### config.mk
export PLATFORM = sky130hd
export DESIGN_NAME = cfr_power_meter
export DESIGN_NICKNAME = d
export VERILOG_FILES = /design/src/rtl/cfr_pkg.sv /design/src/rtl/cfr_mag2.sv /design/src/rtl/cfr_power_meter.sv
export SDC_FILE = /design/constraint.sdc
export NUM_CORES = 2
export LEC_CHECK = 0
export CAP_MARGIN = 5
export CORE_MARGIN = 2
export CORE_UTILIZATION = 33
export CTS_CLUSTER_DIAMETER = 50
export DETAILED_ROUTE_END_ITERATION = 8
export PLACE_DENSITY = 0.6
export REMOVE_ABC_BUFFERS = 1
export SETUP_SLACK_MARGIN = 0.05
export SKIP_CTS_REPAIR_TIMING = 1
export SLEW_MARGIN = 20
export SYNTH_ARGS = -nofsm -noshare
export SYNTH_HDL_FRONTEND = slang
export SYNTH_SLANG_ARGS = --single-unit
### constraint.sdc
create_clock -name clk -period 12.7 [get_ports clk]
set_clock_uncertainty 0.05 [all_clocks]
set_input_delay 1.905 -clock clk [delete_from_list [all_inputs] [get_ports clk]]
set_output_delay 1.905 -clock clk [all_outputs]
set_load 0.03 [all_outputs]
### src/rtl/cfr_pkg.sv
// rtl/cfr_pkg.sv - shared types and constants for the CFR power meter
package cfr_pkg;

  typedef enum logic [1:0] {
    IDLE  = 2'd0,
    RUN   = 2'd1,
    FLUSH = 2'd2
  } cfr_pm_state_t;

  localparam int MAG2_LATENCY = 3;

endpackage

### src/rtl/cfr_mag2.sv
// rtl/cfr_mag2.sv - three-stage I^2+Q^2 pipeline with tag/last sideband
module cfr_mag2 #(
  parameter int DATA_WIDTH = 16
) (
  input  logic                          clk,
  input  logic                          rst,
  input  logic signed [DATA_WIDTH-1:0]  data_i,
  input  logic signed [DATA_WIDTH-1:0]  data_q,
  input  logic                          tag_in,
  input  logic                          last_in,
  output logic [2*DATA_WIDTH-1:0]       mag2,
  output logic                          tag_out,
  output logic                          last_out
);

  localparam int MW = 2 * DATA_WIDTH;

  logic signed [DATA_WIDTH-1:0] i_r, q_r;
  logic signed [MW-1:0]         prod_i, prod_q;
  logic                         tag_r1, last_r1, tag_r2, last_r2;

  // Squares are non-negative and at most 2^(2*DATA_WIDTH-2), so the sum never wraps
  always_ff @(posedge clk) begin
    if (rst) begin
      i_r      <= '0;
      q_r      <= '0;
      prod_i   <= '0;
      prod_q   <= '0;
      mag2     <= '0;
      tag_r1   <= 1'b0;
      last_r1  <= 1'b0;
      tag_r2   <= 1'b0;
      last_r2  <= 1'b0;
      tag_out  <= 1'b0;
      last_out <= 1'b0;
    end else begin
      i_r      <= data_i;
      q_r      <= data_q;
      tag_r1   <= tag_in;
      last_r1  <= last_in;
      prod_i   <= MW'(i_r) * MW'(i_r);
      prod_q   <= MW'(q_r) * MW'(q_r);
      tag_r2   <= tag_r1;
      last_r2  <= last_r1;
      mag2     <= $unsigned(prod_i) + $unsigned(prod_q);
      tag_out  <= tag_r2;
      last_out <= last_r2;
    end
  end

endmodule

### src/rtl/cfr_power_meter.sv
// rtl/cfr_power_meter.sv - windowed power, peak and over-threshold statistics
module cfr_power_meter
  import cfr_pkg::*;
#(
  parameter int DATA_WIDTH = 16,
  parameter int WIN_WIDTH  = 16,
  parameter int ACC_WIDTH  = 2 * DATA_WIDTH + WIN_WIDTH
) (
  input  logic                          clk,
  input  logic                          rst,
  input  logic signed [DATA_WIDTH-1:0]  data_i_in,
  input  logic signed [DATA_WIDTH-1:0]  data_q_in,
  input  logic                          ctrl_start,
  input  logic                          ctrl_continuous,
  input  logic [WIN_WIDTH-1:0]          ctrl_win_len,
  input  logic [2*DATA_WIDTH-1:0]       ctrl_threshold,
  output logic                          stat_busy,
  output logic                          stat_valid,
  output logic [ACC_WIDTH-1:0]          stat_power_acc,
  output logic [2*DATA_WIDTH-1:0]       stat_peak,
  output logic [WIN_WIDTH:0]            stat_over_cnt
);

  localparam int MW = 2 * DATA_WIDTH;
  localparam int CW = WIN_WIDTH + 1;
  // FLUSH lasts until the final tag has crossed the pipeline, accumulator and output stage
  localparam logic [WIN_WIDTH-1:0] FLUSH_LAST = WIN_WIDTH'(MAG2_LATENCY + 1);

  cfr_pm_state_t         state, state_nxt;
  logic [WIN_WIDTH-1:0]  cnt, win_len_r;
  logic [MW-1:0]         thr_r;
  logic                  tag_in, last_in, load_win;

  always_comb begin
    tag_in    = (state == RUN);
    last_in   = tag_in && (cnt == win_len_r);
    load_win  = ((state == IDLE) && ctrl_start) || (last_in && ctrl_continuous);
    state_nxt = state;
    case (state)
      IDLE:    if (ctrl_start) state_nxt = RUN;
      RUN:     if (last_in && !ctrl_continuous) state_nxt = FLUSH;
      FLUSH:   if (cnt == FLUSH_LAST) state_nxt = IDLE;
      default: state_nxt = IDLE;
    endcase
  end

  always_ff @(posedge clk) begin
    if (rst) begin
      state     <= IDLE;
      cnt       <= '0;
      win_len_r <= '0;
      thr_r     <= '0;
    end else begin
      state <= state_nxt;
      if (load_win) begin
        win_len_r <= ctrl_win_len;
        thr_r     <= ctrl_threshold;
      end
      // The window counter doubles as the flush timer once the last sample is in
      if (state == IDLE || last_in) cnt <= '0;
      else                          cnt <= cnt + 1'b1;
    end
  end

  assign stat_busy = (state != IDLE);

  logic [MW-1:0] mag2;
  logic          tag_out, last_out;

  cfr_mag2 #(.DATA_WIDTH(DATA_WIDTH)) u_mag2 (
    .clk      (clk),
    .rst      (rst),
    .data_i   (data_i_in),
    .data_q   (data_q_in),
    .tag_in   (tag_in),
    .last_in  (last_in),
    .mag2     (mag2),
    .tag_out  (tag_out),
    .last_out (last_out)
  );

  // Threshold travels alongside its samples so back-to-back windows keep their own value
  logic [MW-1:0] thr_pipe [MAG2_LATENCY];

  always_ff @(posedge clk) begin
    thr_pipe[0] <= thr_r;
    for (int i = 1; i < MAG2_LATENCY; i++) thr_pipe[i] <= thr_pipe[i-1];
  end

  logic [ACC_WIDTH-1:0] acc;
  logic [MW-1:0]        peak;
  logic [CW-1:0]        over_cnt;
  logic                 acc_open, acc_last, over;

  assign over = (mag2 > thr_pipe[MAG2_LATENCY-1]);

  always_ff @(posedge clk) begin
    if (rst) begin
      acc      <= '0;
      peak     <= '0;
      over_cnt <= '0;
      acc_open <= 1'b0;
      acc_last <= 1'b0;
    end else begin
      acc_last <= tag_out && last_out;
      if (tag_out) begin
        acc_open <= !last_out;
        if (!acc_open) begin
          acc      <= ACC_WIDTH'(mag2);
          peak     <= mag2;
          over_cnt <= CW'(over);
        end else begin
          acc      <= acc + ACC_WIDTH'(mag2);
          peak     <= (mag2 > peak) ? mag2 : peak;
          over_cnt <= over_cnt + CW'(over);
        end
      end
    end
  end

  always_ff @(posedge clk) begin
    if (rst) begin
      stat_valid     <= 1'b0;
      stat_power_acc <= '0;
      stat_peak      <= '0;
      stat_over_cnt  <= '0;
    end else begin
      stat_valid <= acc_last;
      if (acc_last) begin
        stat_power_acc <= acc;
        stat_peak      <= peak;
        stat_over_cnt  <= over_cnt;
      end
    end
  end

endmodule
==> results.sh <==
export IMPL_status="completed"
export IMPL_cap_violations=0
export IMPL_hold_depth=0
export IMPL_ant_nets=0
export IMPL_clk_latency_ns=0.64
export IMPL_period_minus_slack_ns=7.265
export IMPL_first_pass_iters=6
export IMPL_synth_main_ff_cell="dfxtp_1"
export IMPL_grt_util_all_layers=0.1558
export IMPL_die_w_um=342.1
export IMPL_max_slew_margin=0.3886
export IMPL_r2r_slack_ns=5.43
export IMPL_syn_cell_area_um2=37720
export IMPL_cts_root_buffer="clkbuf_16"
export IMPL_vias=26720
export IMPL_cts_made_buffers=71
export IMPL_cts_tree="done"
export IMPL_period_share=0.5721
export IMPL_finalWirelength_um=89410
export IMPL_cp_start_kind="register"
export IMPL_vdd_ir_drop_worst_uv=99.11
export IMPL_cts_path_max_buffers=3
export IMPL_cp_arrival_ns=7.69
export IMPL_hold_class="reg2reg"
export IMPL_path_clk_slew_ns=0.06
export IMPL_startpoint="u_mag2.i_r[15]"
export IMPL_grt_pass1_vias=27740
export IMPL_wl_per_cell_um=15.66
export IMPL_critPathKind="reg2reg"
export IMPL_routabilityCongestion=0.8655
export IMPL_endpoint_kind="register"
export IMPL_drt_iter0_markers=1247
export IMPL_drive_above_1_share=0.04029
export IMPL_regToRegStartpoint="u_mag2.i_r[15]"
export IMPL_hold_path_startpoint="thr_pipe[0][21]"
export IMPL_async_flop_share=0
export IMPL_design_core_area_um2=113900
export IMPL_fmax_mhz=137.6
export IMPL_layout_nets=5007
export IMPL_syn_to_final_growth_pct=15.53
export IMPL_drc=0
export IMPL_synthCells=4000
export IMPL_finalPower_mw=6.437
export IMPL_grt_max_degree=71
export IMPL_r2r_end="u_mag2.prod_i[31]"
export IMPL_start_util=0.3312
export IMPL_yosys_warnings=0
export IMPL_dieArea_um2=117000
export IMPL_ys_ff_latch=491
export IMPL_power_density_nw_per_um2=147.7
export IMPL_min_to="thr_pipe[0][53]"
export IMPL_synth_edf_count=0
export IMPL_io_buffers=182
export IMPL_num_io_pins=183
export IMPL_grt_antenna_before_repair=8
export IMPL_viasPerCell=4.680
export IMPL_fin_setup_tns_ns=0
export IMPL_finalMaxSlewViolations=0
export IMPL_rows=124
export IMPL_cts_sinks=491
export IMPL_hpwl_um=70990
export IMPL_gr_total_overflow=0
export IMPL_reg2regPathDepth=20
export IMPL_ys_seq_area_frac=0.2606
export IMPL_syn_avg_cell_area_um2=9.430
export IMPL_tightest_slew_ns=0.8940
export IMPL_fill_cells=11380
export IMPL_power_leakage_nw=20.18
export IMPL_die_h_um=342.1
export IMPL_synth_distinct_cells=78
export IMPL_cts_htree_levels=3
export IMPL_finalSetupViolations=0
export IMPL_cp_required_ns=13.13
export IMPL_rsz0062_at_grt="no"
export IMPL_cp_max_fo=16
export IMPL_grt_pass1_wl_um=145700
export IMPL_hold_viol_final=0
## layout by cell type (no fill, tap or decap), types with 15 or more instances in the layout
master             n
a211oi_1          35
a21o_1            62
a21oi_1          126
and2_1            62
and3_1            27
clkbuf_16         73
clkdlybuf4s50_1  181
dfxtp_1          489
fa_1             468
ha_1             315
inv_1            736
mux2i_1          196
nand2_1          236
nand2b_1          22
nand3_1           33
nand4_1           41
nor2_1           444
nor2b_1           62
nor3_1            36
o211ai_1          19
o21a_1            27
o21ai_0           71
o21bai_1          24
o31ai_1           15
or3_1             18
xnor2_1          110
xor2_1            60
## cell type report
cell class                 count  area, µm²  share of cell area
inverter                     739       2774             0.06365
clock inverter                41      550.5             0.01263
multi-input combinational   2641      24590              0.5642
clock buffer                  87       1959             0.04496
timing repair buffer         196       1972             0.04525
antenna                        3      7.507           0.0001723
sequential                   491       9834              0.2257
tap                         1512       1892             0.04341
## critical path, stage by stage (launching register included)
cell and delay, ns:
dfxtp_1 0.69, inv_1 0.46, nor2_1 0.33, fa_1 0.60, fa_1 0.58, fa_1 0.46, fa_1 0.50, fa_1 0.49
inv_1 0.05, fa_1 0.47, inv_1 0.04, ha_1 0.38, and4_1 0.24, and2_1 0.17, nand2_1 0.07, nor4_1 0.60
o21bai_1 0.22, a31oi_1 0.33, o21ai_0 0.17, xnor2_1 0.17, nor2_1 0.05
## cells by family after synthesis
| logic type | synth area share |
|---|---|
| DFF | 0.2606 |
| xor gates and xnor gates | 0.03947 |
| buffers and inverters | 0.08800 |
| adders and majority gates | 0.3529 |
| and+or+nand+nor | 0.1231 |
| AOI/OAI and AO/OA | 0.08392 |
| muxes | 0.05201 |
## per-stage QoR
stage / hold slack [ns] / std cells / setup slack [ns] / instance area (µm²) / util
after floorplan: 0.2596 / 3871 / 6.590 / 37170 / -
after global placement: 0.2625 / 5577 / 5.661 / 41010 / 0.3601
after detailed placement: 0.2621 / 5578 / 5.447 / 41030 / 0.3603
after global routing: 0.2780 / 5708 / 4.924 / 43570 / 0.3826
after CTS: 0.2726 / 5706 / 5.452 / 43540 / 0.3824
final: 0.2697 / 5710 / 5.435 / 43580 / 0.3827
## per-layer routing
metal,track usage,part of all wire,up-vias
met4,0.04852,0.026,4
met2,0.2724,0.49,507
met1,0.1970,0.44,13040
li1,-,-,13030
met5,0,0.00030,-
met3,0.02319,0.044,137
## Yosys cell counts, types with 10 or more instances
master	n	area, µm²
nor2_1	444	1667
nand3_1	33	165.2
buf_1	14	52.55
a211oi_1	35	262.8
ha_1	315	3941
mux2i_1	196	1962
a31o_2	12	105.1
dfxtp_1	491	9829
nand2b_1	22	137.6
inv_1	736	2763
o21ai_0	71	355.3
o21a_1	27	202.7
o21bai_1	24	180.2
a21oi_1	126	630.6
o31ai_1	15	112.6
o211ai_1	19	142.6
and2_1	62	387.9
nand4_1	41	256.5
nor4_1	10	62.56
a21o_1	62	465.5
and3_1	27	168.9
fa_1	468	9369
nor3_1	36	180.2
or3_1	18	112.6
nand2_1	236	885.9
xor2_1	60	525.5
a31oi_1	11	68.82
xnor2_1	110	963.4
clkbuf_1	105	394.1
nor2b_1	62	387.9
## state kept, by name (all words and copies together), names as in the netlist, 2 cells and up
register and count:
stat_peak 32, acc 48, over_cnt 17, u_mag2.mag2 32, stat_power_acc 48, u_mag2.prod_i 31, thr_pipe 96, thr_r 32
u_mag2.q_r 16, stat_over_cnt 17, peak 32, win_len_r 16, state 2, u_mag2.i_r 16, cnt 16, u_mag2.prod_q 31
## worst max-delay path by stage
stage                              endpoint  cells after the start
after floorplan           u_mag2.prod_i[28]                     20
after global placement    u_mag2.prod_i[31]                     20
after detailed placement  u_mag2.prod_i[31]                     20
after CTS                 u_mag2.prod_i[31]                     20
after global routing      u_mag2.prod_i[31]                     20
final                     u_mag2.prod_i[31]                     20
## power by group
group	internal (mW)	switching, mW	leakage [nW]
combinational	1.09	1.46	15.0
sequential	1.69	0.145	4.01
clock	1.27	0.785	1.21
total	4.05	2.39	20.2
Power figures use the tool's default switching activity.
